`src/rtl/dotmatrix_pkg.sv`:
```
// Shared definitions for the dot-matrix scan controller: register map,
// CTRL bit positions and the scan FSM state encoding.
package dotmatrix_pkg;

    localparam logic [7:0] ADDR_CTRL   = 8'h80;
    localparam logic [7:0] ADDR_DISP   = 8'h81;
    localparam logic [7:0] ADDR_BLANK  = 8'h82;
    localparam logic [7:0] ADDR_BRIGHT = 8'h83;
    localparam logic [7:0] ADDR_STATUS = 8'h84;

    localparam int CTRL_EN_BIT   = 0;
    localparam int CTRL_SWAP_BIT = 1;

    typedef enum logic [1:0] {
        IDLE  = 2'd0,
        BLANK = 2'd1,
        DISP  = 2'd2,
        NEXT  = 2'd3
    } state_t;

endpackage

```
`src/rtl/dotmatrix_tick_gen.sv`:
```
// Fixed-ratio divider: one-cycle tick every TICK_DIV clocks, counting 0..TICK_DIV-1.
module dotmatrix_tick_gen #(
    parameter int TICK_DIV = 2500
) (
    input  logic i_clk,
    input  logic i_rst,
    output logic o_tick
);

    localparam int CW = (TICK_DIV > 1) ? $clog2(TICK_DIV) : 1;
    localparam logic [CW-1:0] LAST = CW'(TICK_DIV - 1);

    logic [CW-1:0] r_cnt;

    // wrap the counter on the last count so the period is exactly TICK_DIV
    always_ff @(posedge i_clk or posedge i_rst) begin
        if (i_rst)
            r_cnt <= '0;
        else if (r_cnt == LAST)
            r_cnt <= '0;
        else
            r_cnt <= r_cnt + 1'b1;
    end

    assign o_tick = (r_cnt == LAST);

endmodule

```
`src/rtl/dotmatrix_scan_ctrl.sv`:
```
// Double-buffered LED dot-matrix scanner with bus-programmable timing and PWM brightness.
//
//  state | meaning
//  IDLE  | scanning disabled, outputs dark, row held at 0
//  BLANK | all rows off for BLANK_TIME ticks (ghosting guard)
//  DISP  | current row driven for max(DISP_TIME,1) ticks
//  NEXT  | one-cycle row advance; frame wrap and buffer swap happen here
module dotmatrix_scan_ctrl
    import dotmatrix_pkg::*;
#(
    parameter int ROWS      = 8,
    parameter int COLS      = 8,
    parameter int TICK_DIV  = 2500,
    parameter int DISP_RST  = 100,
    parameter int BLANK_RST = 10
) (
    input  logic            mclock,
    input  logic            mreset,
    input  logic            CS,
    input  logic            Write,
    input  logic            Read,
    input  logic [7:0]      Address,
    input  logic [7:0]      Data_i,
    input  logic [3:0]      STRB,
    output logic [7:0]      Data_o,
    output logic            ack,
    output logic [ROWS-1:0] Row,
    output logic [COLS-1:0] Col,
    output logic            frame_sync
);

    localparam int RW = $clog2(ROWS);

    logic [COLS-1:0] r_buf0 [ROWS];
    logic [COLS-1:0] r_buf1 [ROWS];
    logic            r_front_sel;
    logic            r_en;
    logic            r_swap_pending;
    logic [7:0]      r_disp_time;
    logic [7:0]      r_blank_time;
    logic [7:0]      r_bright;
    logic [7:0]      r_pwm_cnt;
    logic [7:0]      r_wait;
    logic [RW-1:0]   r_row;
    state_t          r_state;
    state_t          w_state_nxt;

    logic            w_tick;
    logic            w_acc;
    logic            w_wr;
    logic            w_rd;
    logic            w_row_addr;
    logic [RW-1:0]   w_addr_row;
    logic            w_last_row;
    logic            w_flip;
    logic            w_wait_done;
    logic [COLS-1:0] w_front_row;
    logic [COLS-1:0] w_back_rd;
    logic [7:0]      w_rd_data;
    logic            w_unused_strb;

    dotmatrix_tick_gen #(.TICK_DIV(TICK_DIV)) u_tick (
        .i_clk  (mclock),
        .i_rst  (mreset),
        .o_tick (w_tick)
    );

    // only the low byte lane exists on this block
    assign w_unused_strb = ^STRB[3:1];

    assign w_acc       = CS & (Write | Read);
    assign w_wr        = CS & Write & STRB[0];
    assign w_rd        = CS & Read & ~Write;
    assign w_row_addr  = (Address < 8'(ROWS));
    assign w_addr_row  = Address[RW-1:0];
    assign w_last_row  = (r_row == RW'(ROWS - 1));
    assign w_flip      = (r_state == NEXT) && w_last_row && r_swap_pending;
    assign frame_sync  = (r_state == NEXT) && w_last_row;
    assign w_wait_done = (r_wait == 8'd0) || (w_tick && (r_wait == 8'd1));
    assign w_front_row = r_front_sel ? r_buf1[r_row] : r_buf0[r_row];
    assign w_back_rd   = r_front_sel ? r_buf0[w_addr_row] : r_buf1[w_addr_row];

    // read data mux; unmapped addresses return zero
    always_comb begin
        w_rd_data = 8'h00;
        if (w_row_addr)
            w_rd_data = 8'(w_back_rd);
        else if (Address == ADDR_CTRL)
            w_rd_data = {6'b0, r_swap_pending, r_en};
        else if (Address == ADDR_DISP)
            w_rd_data = r_disp_time;
        else if (Address == ADDR_BLANK)
            w_rd_data = r_blank_time;
        else if (Address == ADDR_BRIGHT)
            w_rd_data = r_bright;
        else if (Address == ADDR_STATUS)
            w_rd_data = {3'b0, (r_state == DISP), 4'(r_row)};
    end

    // bus response: every access acked one cycle later, data only for pure reads
    always_ff @(posedge mclock or posedge mreset) begin
        if (mreset) begin
            ack    <= 1'b0;
            Data_o <= 8'h00;
        end else begin
            ack    <= w_acc;
            Data_o <= w_rd ? w_rd_data : 8'h00;
        end
    end

    // control registers; a pending swap is consumed at the frame wrap, so a
    // SWAP write landing on that same edge is absorbed by the swap it already requested
    always_ff @(posedge mclock or posedge mreset) begin
        if (mreset) begin
            r_en           <= 1'b1;
            r_swap_pending <= 1'b0;
            r_front_sel    <= 1'b0;
            r_disp_time    <= 8'(DISP_RST);
            r_blank_time   <= 8'(BLANK_RST);
            r_bright       <= 8'hFF;
        end else begin
            if (w_flip) begin
                r_front_sel    <= ~r_front_sel;
                r_swap_pending <= 1'b0;
            end else if (w_wr && (Address == ADDR_CTRL) && Data_i[CTRL_SWAP_BIT]) begin
                r_swap_pending <= 1'b1;
            end
            if (w_wr) begin
                case (Address)
                    ADDR_CTRL:   r_en         <= Data_i[CTRL_EN_BIT];
                    ADDR_DISP:   r_disp_time  <= Data_i;
                    ADDR_BLANK:  r_blank_time <= Data_i;
                    ADDR_BRIGHT: r_bright     <= Data_i;
                    default:     ;
                endcase
            end
        end
    end

    // bus writes always land in the back buffer
    always_ff @(posedge mclock or posedge mreset) begin
        if (mreset) begin
            for (int i = 0; i < ROWS; i++) begin
                r_buf0[i] <= '0;
                r_buf1[i] <= '0;
            end
        end else if (w_wr && w_row_addr) begin
            if (r_front_sel)
                r_buf0[w_addr_row] <= Data_i[COLS-1:0];
            else
                r_buf1[w_addr_row] <= Data_i[COLS-1:0];
        end
    end

    // free-running PWM phase
    always_ff @(posedge mclock or posedge mreset) begin
        if (mreset)
            r_pwm_cnt <= 8'h00;
        else
            r_pwm_cnt <= r_pwm_cnt + 8'd1;
    end

    // next-state decode; disable overrides everything
    always_comb begin
        w_state_nxt = r_state;
        if (!r_en) begin
            w_state_nxt = IDLE;
        end else begin
            case (r_state)
                IDLE:    w_state_nxt = BLANK;
                BLANK:   if (w_wait_done) w_state_nxt = DISP;
                DISP:    if (w_wait_done) w_state_nxt = NEXT;
                NEXT:    w_state_nxt = BLANK;
                default: w_state_nxt = BLANK;
            endcase
        end
    end

    // state, row and wait counter; timing registers are sampled only on state entry
    always_ff @(posedge mclock or posedge mreset) begin
        if (mreset) begin
            r_state <= BLANK;
            r_row   <= '0;
            r_wait  <= 8'(BLANK_RST);
        end else begin
            r_state <= w_state_nxt;
            if (w_state_nxt != r_state) begin
                case (w_state_nxt)
                    BLANK:   r_wait <= r_blank_time;
                    DISP:    r_wait <= (r_disp_time == 8'd0) ? 8'd1 : r_disp_time;
                    default: r_wait <= 8'd0;
                endcase
            end else if (w_tick && (r_wait != 8'd0)) begin
                r_wait <= r_wait - 8'd1;
            end
            if (w_state_nxt == IDLE)
                r_row <= '0;
            else if (r_state == NEXT)
                r_row <= w_last_row ? '0 : r_row + 1'b1;
        end
    end

    // pin drive decoded from registered state only
    always_comb begin
        Row = '0;
        Col = '0;
        if (r_state == DISP) begin
            Row[r_row] = 1'b1;
            if (r_pwm_cnt < r_bright)
                Col = w_front_row;
        end
    end

endmodule

```
`config.mk`:
```
export PLATFORM = sky130hd
export DESIGN_NAME = dotmatrix_scan_ctrl
export DESIGN_NICKNAME = d
export VERILOG_FILES = /design/src/rtl/dotmatrix_pkg.sv /design/src/rtl/dotmatrix_tick_gen.sv /design/src/rtl/dotmatrix_scan_ctrl.sv
export SDC_FILE = /design/constraint.sdc
export NUM_CORES = 1
export LEC_CHECK = 0
export CAP_MARGIN = 25
export CORE_ASPECT_RATIO = 0.6
export CORE_MARGIN = 5
export CORE_UTILIZATION = 57
export CTS_BUF_LIST = sky130_fd_sc_hd__clkbuf_8
export DETAILED_ROUTE_END_ITERATION = 12
export GPL_TIMING_DRIVEN = 0
export PLACE_DENSITY = 0.8
export SLEW_MARGIN = 20
export SYNTH_ARGS = -nofsm -noshare
export SYNTH_HDL_FRONTEND = slang
export SYNTH_SLANG_ARGS = --single-unit
```
`constraint.sdc`:
```
create_clock -name mclock -period 6.2 [get_ports mclock]
set_input_delay 1.24 -clock mclock [delete_from_list [all_inputs] [get_ports mclock]]
set_output_delay 1.24 -clock mclock [all_outputs]
set_load 0.01 [all_outputs]
```
==> results.json <==
{
  "status": "complete, no violations",
  "grt_max_degree": 36,
  "ys.flop_type": "dfrtp_1",
  "grt_pass1_vias": 8041,
  "yosys_warnings": 0,
  "critical_path_class": "reg -> out",
  "gp_congestion": 1.03,
  "synth-async-reset-ratio_pct": 100,
  "holdWs_ps": 488,
  "io-pin-count": 51,
  "dp_hpwl_um": 24000,
  "cts_setup_buffers": 0,
  "power.leakage_nw": 5.47,
  "worstSetupStartpointType": "flop",
  "min_path_type": "reg -> reg",
  "fillCellCount": 1436,
  "overflow": 0,
  "ys_ff_latch": 197,
  "finalSetupViolCount": 0,
  "die_w_um": 189,
  "io_buffers": 38,
  "numCtsBuffers": 17,
  "grt_pass1_wl_um": 49600,
  "dr.pass1.iters": 6,
  "clk_pin_slew_ps": 110,
  "crit_top_cell": "buf_2",
  "cap_viol_max_count": 0,
  "yosysTopAreaCell": "dfrtp_1",
  "seq_area_frac_synth_pct": 45.3,
  "fin_nets": 1004,
  "postSynthCellCount": 895,
  "max_clock_freq_ghz": 0.195,
  "netlist.area_leader.share_pct": 41.2,
  "row_count": 39,
  "relSlewSlack_pct": 30.7,
  "critPathMaxStageDelay_ps": 820,
  "cts_tree": "built",
  "start_util_pct": 57.7,
  "reg2reg_from": "r_wait[4]",
  "hold_violations": 0,
  "layout_min_cycle_time_ps": 5140,
  "fin_skew_ps": 18.0,
  "yosys-top-cells-count": "180 x dfrtp_1, 165 x mux2_2, 45 x nand2_1, 45 x nor2_1, 41 x mux4_2",
  "die_y_um": 117,
  "synth_edf_count": 0,
  "avgSynthCellArea_um2": 12.2,
  "finalSetupTns_ps": 0,
  "clockBufferDepth": 2,
  "cp-startpoint": "r_row[2]",
  "period_share_pct": 82.9,
  "hold_buffers": 0,
  "routedWlPerCell_um": 26.9,
  "rsz0062_at_grt": "false",
  "vias": 8303,
  "worstHoldStart": "u_tick.r_cnt[0]",
  "synthTopCellsByArea": "dfrtp_1 41%, mux2_2 17%, mux4_2 8.5%",
  "drt_iter0_drc": 1190,
  "yosys.cell_types.count": 65,
  "ir_worst_vdd_mv": 0.175,
  "worstPathArrival_ps": 3900,
  "post-synth-top-count-cell": "dfrtp_1",
  "drive_gt1_share_pct": 32.2,
  "core_area_mm2": 0.0189,
  "syn_nets": 940,
  "pwr_density_cell_mw_per_mm2": 195,
  "clkSinkCount": 197,
  "routed_wirelength_um": 32800,
  "clock_latency_ps": 510,
  "slowest_stage": "buf_1",
  "cts_max_level": 4,
  "die_area_mm2": 0.0221,
  "syn_area_mm2": 0.0109,
  "antenna_found_initial": 0,
  "cts.repair.resized": 0,
  "worst_pin_slew_ps": 1040,
  "root_buffer": "clkbuf_8",
  "crit_chain": "buf_2, buf_2, buf_1, mux2i_1, nor2_1, a21oi_1, a211oi_1, clkdlybuf4s50_1",
  "ant_nets": 0,
  "drcViolationCount": 0,
  "crit_required_ps": 4960,
  "area_growth_pct": 11.6,
  "finalMaxSlewViolations": 0,
  "crit_path_max_fanout": 10,
  "worstSetupEndpointType": "output port",
  "track_usage_pct": 30.5,
  "post_drt_via_cell_ratio": 6.81
}
## routing by layer
metal,track usage (%),share of wire (%),vias to the layer above
li1,-,-,3466
met1,44.0,43,4202
met2,40.8,40,569
met3,15.1,15,66
met4,8.54,2.3,0
met5,0,0,-
## per-stage QoR
stage / util [%] / total power, mW / setup WS (ps) / instances / cell area [µm²]
final: 64.4 / 2.37 / 1060 / 1219 / 12200
after CTS: 64.4 / 2.38 / 1200 / 1218 / 12200
after floorplan: - / 1.43 / 2430 / 895 / 10900
after detailed placement: 62.2 / 1.51 / 1730 / 1186 / 11800
after global routing: 64.4 / 2.45 / 994 / 1218 / 12200
after global placement: 61.3 / 1.49 / 878 / 1179 / 11600
## power breakdown
part	total, mW	switching, mW	internal (mW)
registers	1.30	0.00907	1.30
clock network	0.885	0.504	0.381
logic	0.183	0.121	0.0613
## area by class of cell
class	count	area, µm²	share of cell area [%]
Inverter	18	71.3	0.585
Clock inverter	14	163	1.33
Sequential cell	197	4950	40.6
Timing Repair Buffer	45	543	4.45
Antenna cell	1	2.50	0.0205
Buffer	60	255	2.09
Clock buffer	18	248	2.03
Multi-Input combinational cell	620	5650	46.3
Tap cell	246	308	2.53
## placed cells by master (no fill, tap or decap), types with 17 or more instances in the layout
| master | count |
|---|---|
| a21oi_1 | 24 |
| clkbuf_1 | 31 |
| clkbuf_8 | 18 |
| clkdlybuf4s50_1 | 38 |
| dfrtp_1 | 180 |
| dfstp_2 | 17 |
| ha_1 | 20 |
| mux2_2 | 165 |
| mux2i_1 | 34 |
| mux4_2 | 41 |
| nand2_1 | 45 |
| nand3_1 | 18 |
| nor2_1 | 45 |
| o21ai_0 | 24 |
| o22ai_1 | 18 |
## flip-flops by register name (all words and copies together), names as in the netlist, 2 cells and up
signal        count
r_wait            8
r_bright          8
r_buf1           64
r_blank_time      8
u_tick.r_cnt     12
r_pwm_cnt         8
Data_o            8
r_state           2
r_buf0           64
r_row             3
r_disp_time       8
## cell families (layout without fill, tap and decap cells)
family	after synthesis	in the layout	share of synthesized area, %
and+or+nand+nor	198	198	9.85
xor gates and xnor gates	23	23	1.84
muxes	248	248	29.7
DFF	197	197	45.3
other	0	1	0
adders and majority gates	20	20	2.29
buffers and inverters	78	155	2.96
AOI/OAI and AO/OA	131	131	8.04
## critical path, delay by kind of cell (launching register included)
kind / cells / cell delay [ps]
AOI/OAI and AO/OA: 2 / 470
buffers and inverters: 4 / 2250
and+or+nand+nor: 1 / 130
DFF: 1 / 370
muxes: 1 / 180
## worst paths after layout
kind | to | slack [ps] | depth (start not counted)
max in group asynchronous | r_wait[3] | 4040 | 6
min in group asynchronous | r_buf0[42] | 1060 | 2
worst max-delay path | Col[0] | 1060 | 8
worst max register to register | r_wait[6] | 3030 | 10
worst min register to register | u_tick.r_cnt[0] | 490 | 1
worst min-delay path | u_tick.r_cnt[0] | 490 | 1
Power figures use the tool's default switching activity.
